### config.mk
export PLATFORM = sky130hd
export DESIGN_NAME = buffer_reader
export DESIGN_NICKNAME = d
export VERILOG_FILES = /design/src/rtl/buffer_reader.sv
export SDC_FILE = /design/constraint.sdc
export NUM_CORES = 1
export LEC_CHECK = 0
export CAP_MARGIN = 10
export CORE_MARGIN = 2
export CORE_UTILIZATION = 25
export CTS_BUF_LIST = sky130_fd_sc_hd__clkbuf_4
export CTS_CLUSTER_DIAMETER = 80
export DETAILED_ROUTE_END_ITERATION = 7
export GPL_ROUTABILITY_DRIVEN = 0
export PLACE_DENSITY_LB_ADDON = 0.05
export SLEW_MARGIN = 0
export SYNTH_ARGS = -nofsm -noshare
export SYNTH_HDL_FRONTEND = slang
export SYNTH_SLANG_ARGS = --single-unit
### constraint.sdc
create_clock -name clk -period 2.5 [get_ports clk]
set_input_delay 0.25 -clock clk [delete_from_list [all_inputs] [get_ports clk]]
set_output_delay 0.25 -clock clk [all_outputs]
set_load 0.05 [all_outputs]
### src/rtl/buffer_reader.sv
// buffer_reader: pops 16-bit words, converts them to 5-digit BCD via double-dabble, holds each for display.
// Optional macro BUFFER_READER_TIMEOUT_EN adds a bounded WAIT with sticky rd_timeout.
module buffer_reader #(
    parameter int HOLD_COUNT     = 500,
    parameter int TIMEOUT_CYCLES = 8
) (
    input  logic        clk,
    input  logic        rst,
    input  logic        enable,
    input  logic        buffer_empty,
    output logic        rd_en,
    input  logic        rd_valid,
    input  logic [15:0] rd_data,
    output logic [19:0] bcd,
    output logic        bcd_valid,
    output logic        busy,
    output logic [15:0] words_read
`ifdef BUFFER_READER_TIMEOUT_EN
    ,
    output logic        rd_timeout
`endif
);
    localparam int HW = $clog2(HOLD_COUNT + 1);
    typedef enum logic [2:0] {IDLE, POP, WAIT, CONV, LOAD, HOLD} state_t;
    state_t state;
    logic [19:0] acc, adj;
    logic [15:0] sr;
    logic [3:0] cnt;
    logic [HW-1:0] hold;
`ifdef BUFFER_READER_TIMEOUT_EN
    localparam int TW = $clog2(TIMEOUT_CYCLES + 1);
    logic [TW-1:0] tcnt;
`endif
    for (genvar i = 0; i < 5; i++) begin : g_adj
        assign adj[4*i+:4] = acc[4*i+:4] > 4'd4 ? acc[4*i+:4] + 4'd3 : acc[4*i+:4];
    end
    always_ff @(posedge clk or negedge rst) begin
        if (!rst) begin
            state      <= IDLE;
            rd_en      <= 1'b0;
            bcd        <= '0;
            bcd_valid  <= 1'b0;
            busy       <= 1'b0;
            words_read <= '0;
            acc        <= '0;
            sr         <= '0;
            cnt        <= '0;
            hold       <= '0;
`ifdef BUFFER_READER_TIMEOUT_EN
            tcnt       <= '0;
            rd_timeout <= 1'b0;
`endif
        end else begin
            rd_en     <= 1'b0;
            bcd_valid <= 1'b0;
            case (state)
                IDLE: if (enable && !buffer_empty) begin
                    state <= POP;
                    rd_en <= 1'b1;
                    busy  <= 1'b1;
                end
                POP: begin
                    state <= WAIT;
`ifdef BUFFER_READER_TIMEOUT_EN
                    tcnt  <= '0;
`endif
                end
                WAIT: if (rd_valid) begin
                    sr    <= rd_data;
                    acc   <= '0;
                    cnt   <= '0;
                    state <= CONV;
                end
`ifdef BUFFER_READER_TIMEOUT_EN
                else if (tcnt == TW'(TIMEOUT_CYCLES - 1)) begin
                    state      <= IDLE;
                    busy       <= 1'b0;
                    rd_timeout <= 1'b1;
                end else tcnt <= tcnt + 1'b1;
`endif
                CONV: begin
                    // adj[19] is always 0 for 16-bit inputs, so it is dropped by the shift
                    {acc, sr} <= {adj[18:0], sr, 1'b0};
                    cnt       <= cnt + 1'b1;
                    if (cnt == 4'd15) state <= LOAD;
                end
                LOAD: begin
                    bcd        <= acc;
                    bcd_valid  <= 1'b1;
                    words_read <= words_read + 1'b1;
                    hold       <= HW'(HOLD_COUNT);
                    state      <= HOLD;
                end
                HOLD: if (hold == HW'(1)) begin
                    state <= IDLE;
                    busy  <= 1'b0;
                end else hold <= hold - 1'b1;
                default: state <= IDLE;
            endcase
        end
    end
endmodule
# Yosys cells after proc, flatten, opt, wreduce, memory -nomap -nowiden
# Cells that the tools add are included.
dict set report word_totals {
  word_cells 69
  output_inout_bits 39
  inputBits 21
  regBits 91
}
dict set report classes {
  reduce_logical 10
  n_mux 24
  eq_ne 12
  magnitude_cmp 5
  addsub 8
}
# operator n
set op_table {}
lappend op_table {{$pmux W20 S2} 1}
lappend op_table {{$pmux W16 S2} 1}
lappend op_table {{$gt A4 B3 Y1 const B} 5}
lappend op_table {{$mux W20} 1}
lappend op_table {{$mux W4} 5}
lappend op_table {{$pmux W3 S6} 1}
lappend op_table {{$pmux W9 S2} 1}
lappend op_table {{$add A16 B1 Y16 const B} 1}
lappend op_table {{$add A4 B2 Y4 const B} 4}
lappend op_table {{$mux W16} 1}
lappend op_table {{$mux W3} 5}
lappend op_table {{$ne A2 B2 Y1 const B} 5}
lappend op_table {{$eq A9 B1 Y1 const B} 1}
lappend op_table {{$mux W9} 1}
lappend op_table {{$sub A9 B1 Y9 const B} 1}
lappend op_table {{$pmux W4 S2} 1}
lappend op_table {{$eq A3 B2 Y1 const B} 2}
lappend op_table {{$eq A3 B3 Y1 const B} 2}
lappend op_table {{$reduce_bool A2 Y1} 3}
lappend op_table {{$mux W1} 5}
lappend op_table {{$add A4 B1 Y4 const B} 1}
lappend op_table {{$eq A4 B4 Y1 const B} 1}
lappend op_table {{$reduce_and A2 Y1} 2}
lappend op_table {{$reduce_and A4 Y1} 1}
lappend op_table {{7 further kinds} 7}

# Longest topological paths before layout
dict set report depth {
  ltp_word 4
  mapped_depth 7
  mapped_depth_nobuf 6
}

# Least setup slack after synthesis
# No wires, ideal clock.
dict set report synth_path {
  path_type {reg2reg}
  from {register hold[3]}
  to {register hold[8]}
  t_arrival_ns 1.767
  t_required_ns 2.436
  path_stages_with_launch 6
  path_slack_ns 0.669
  setup_time_ns 0.064
  path_cell_list {dfrtp_1 or4_1 buf_2 or4_4 o31ai_2 a21o_1}
}
dict set report synth_via {
  elab_chain_len 3
  elab_cells_between_ends 6
  cone_classes {add/sub (1); eq/ne (2); mux (2); reduce/logical (1)}
}
# element line_no
set synth_lines {}
lappend synth_lines {{from (decl)} 29} ;# logic [HW-1:0] hold;
lappend synth_lines {{from (signal assigned)} 91} ;# hold <= HW'(HOLD_COUNT);
lappend synth_lines {{from (signal assigned)} 97} ;# end else hold <= hold - 1'b1;
lappend synth_lines {{$sub A9 B1 Y9 / $eq A9 B1 Y1 (equally long branches)} {97, 94}}
lappend synth_lines {{$mux W9 / $ne A2 B2 Y1 (equally long branches)} --}
lappend synth_lines {{$pmux W9 S2 / $reduce_and A2 Y1 (equally long branches)} --}
# Parallel ways exist; a longest one is shown, timed or not. The select of a mux whose other input is x is not followed.
# A chain may end at the register's enable or synchronous reset.

# Worst setup path in the final report
dict set report layout_path {
  from {register words_read[3]}
  to {output words_read[3]}
}
# element line_no
set layout_lines {}
lappend layout_lines {{from (decl)} 17} ;# output logic [15:0] words_read
lappend layout_lines {{from (signal assigned)} 90} ;# words_read <= words_read + 1'b1;
# No word-level cell between the ends.

==> flow_metrics.env <==
export IMPL_io_pin_count=60
export IMPL_synth_area_per_cell_sq_um=9.87
export IMPL_rsz0062_at_grt="no"
export IMPL_syn_nets=449
export IMPL_first_global_vias=3221
export IMPL_antennaDiodeCount=0
export IMPL_grt_overflow=0
export IMPL_start_util_pct=25.3
export IMPL_clock_latency_ps=460
export IMPL_crit_required_ps=2250
export IMPL_vias_per_cell=4.40
export IMPL_max_slew_margin_rel_pct=50.8
export IMPL_vias=3093
export IMPL_cp_arrival_ps=1800
export IMPL_grt_max_degree=55
export IMPL_finalSetupTns_ps=0
export IMPL_ys_flop_type="dfrtp_1"
export IMPL_hold_buffers=1
export IMPL_cts_root_buf="clkbuf_4"
export IMPL_syn_area_sq_mm=0.00414
export IMPL_cts_buffer_depth=2
export IMPL_max_slew_worst_pin_slew_ps=720
export IMPL_cts_clk_slew_worst_paths_ps=140
export IMPL_fillers=1739
export IMPL_crit_family="buffers and inverters"
export IMPL_rows=47
export IMPL_firstDrtPassIters=4
export IMPL_p_per_area_mw_per_mm2=1130
export IMPL_cp_max_fo=7
export IMPL_wl_per_cell_um=13.7
export IMPL_antenna_found_initial=0
export IMPL_core_area_sq_mm=0.0163
export IMPL_die_w_um=133
export IMPL_ys_types=45
export IMPL_postCtsSetupRepairBufs=0
export IMPL_crit_chain="clkdlybuf4s50_1"
export IMPL_syn_inst=419
export IMPL_post_route_period_util_pct=82.1
export IMPL_postLayoutCoreUtil_pct=31.4
export IMPL_dp_cells=687
export IMPL_ys_warn_count=0
export IMPL_grt_util_all_layers_pct=11.8
export IMPL_mostFrequentLayoutCells="dfrtp_1, nand2_1, clkdlybuf4s50_1"
export IMPL_grt_pass1_wl_um=16700
export IMPL_clock_sinks=91
export IMPL_design_power_total_mw=5.83
export IMPL_holdCritPathClass="primary input to asynchronous set/reset pin"
export IMPL_synth_seq_area_share_pct=55.1
export IMPL_setup_viol=0
export IMPL_finClkSkew_ps=11.2
export IMPL_drt_iter0_markers=109
export IMPL_cts_tree="done"
export IMPL_syn_to_final_growth_pct=24.3
export IMPL_power_leakage_nw=2.31
export IMPL_ant_nets=0
export IMPL_critPathBufInv=1
export IMPL_cts_made_buffers=9
export IMPL_final_common_cell="dfrtp_1"
export IMPL_stdcell_count=703
export IMPL_synth_edf_count=0
export IMPL_wirelength_um=9650
export IMPL_drcViolationCount=0
export IMPL_maxCapViolCount=0
export IMPL_slew_viol_final=0
export IMPL_dp_final_hpwl_um=6400
export IMPL_cp_slowest_cell="clkdlybuf4s50_1"
export IMPL_critPathMaxStageDelay_ps=850
export IMPL_nets=509
export IMPL_cp_end_kind="output pin"
export IMPL_status="finished clean"
export IMPL_numPortBuffers=59
export IMPL_ctsHtreeMaxLevel=3
export IMPL_maxClockFrequency_mhz=487
export IMPL_die_h_um=133
export IMPL_crit_type="register to output pin"
export IMPL_min_period_ps=2050
export IMPL_async_reset_ff_share_pct=100
export IMPL_ctsResizeCount=0
export IMPL_dieArea_sq_mm=0.0176
export IMPL_ys_seq_elements=91
export IMPL_post_route_cells_drive_above_1_share_pct=6.83
export IMPL_cp_start_kind="register"
export IMPL_vdd_ir_drop_max_mv=0.483
export IMPL_finalHoldViolations=0
[per-layer routing]
metal	wire length [um]	part of all wire (%)	global-route usage, %	vias to the layer above
li1	-	-	-	1557
met5	0	0	0	-
met4	115	1.2	3.05	0
met2	4460	46	19.0	38
met3	366	3.8	3.91	7
met1	4700	49	15.4	1491
[per-stage QoR]
step           hold WS (ps)  area [sq um]  worst slack [ps]
6_report                328          5140               447
2_1_floorplan         -45.6          4140               669
5_1_grt                 349          5140               290
3_5_place_dp            319          5010               476
3_3_place_gp            310          5010               522
4_1_cts                 315          5140               393
[power breakdown]
group | internal, mW | switching (mW) | total, mW
sequential | 1.99 | 0.451 | 2.44
clock | 0.315 | 0.503 | 0.819
combinational | 0.959 | 1.61 | 2.56
total | 3.27 | 2.56 | 5.83
[worst paths after layout]
path                                                  from                          to  slack, ps  cells after the start
worst max-delay path             words_read[3]$_DFFE_PN0P_               words_read[3]        450                      1
worst max register to register         hold[3]$_DFFE_PN0P_        state[2]$_DFFE_PN0P_        490                      4
worst min-delay path                                   rst         hold[4]$_DFFE_PN0P_        330                      2
worst min register to register  words_read[15]$_DFFE_PN0P_  words_read[15]$_DFFE_PN0P_        490                      1
min in group clk                                rd_data[4]           sr[4]$_DFFE_PN0P_        410                      3
max in group asynchronous                              rst         bcd[17]$_DFFE_PN0P_       1540                      3
[layout make-up]
class                   instances  area (sq um)  share of cell area (%)
flip-flops and latches         91          2280                    44.3
multi-input cells             289          1720                    33.4
repair buffers                 68           671                    13.0
well taps                     220           275                    5.35
clock buffers                  11          82.6                    1.61
inverters                      20          75.1                    1.46
clock inverters                 4          42.5                   0.827
[state kept, by name, summed over array words and instances (netlist names)]
register and cells:
cnt 4, bcd_valid 1, rd_en 1, busy 1, words_read 16, sr 16
state 3, bcd 20, acc 20, hold 9
[cell usage after synthesis (all sizes together), types with 2 or more instances]
library cell | n | area [sq um]
a21o | 2 | 15.0
a21oi | 11 | 55.1
a22o | 6 | 52.6
and3 | 3 | 18.8
buf | 6 | 27.5
clkbuf | 13 | 48.8
dfrtp | 91 | 2280
ha | 9 | 113
inv | 20 | 75.1
mux2 | 2 | 22.5
mux2i | 19 | 190
nand2 | 85 | 319
nand3 | 16 | 80.1
nand3b | 2 | 15.0
nand4 | 4 | 25.0
nor2 | 11 | 41.3
nor2b | 2 | 12.5
nor3 | 13 | 65.1
nor3b | 4 | 35.0
nor4 | 2 | 12.5
o211ai | 2 | 15.0
o21ai | 55 | 275
o31ai | 2 | 20.0
or2 | 3 | 18.8
or4 | 5 | 43.8
xnor2 | 12 | 105
xor2 | 9 | 78.8
[kinds of logic after synthesis]
group / count (synthesis) / share of synthesized area, %
adder cells (fa/ha/maj): 9 / 2.72
AND/OR/NAND/NOR: 154 / 17.3
flip-flops: 91 / 55.1
XOR/XNOR: 21 / 4.45
multiplexers: 21 / 5.14
buffers and inverters: 39 / 3.66
AO/OA/AOI/OAI: 84 / 11.6
Note: power is estimated with default switching activity, not from simulation.
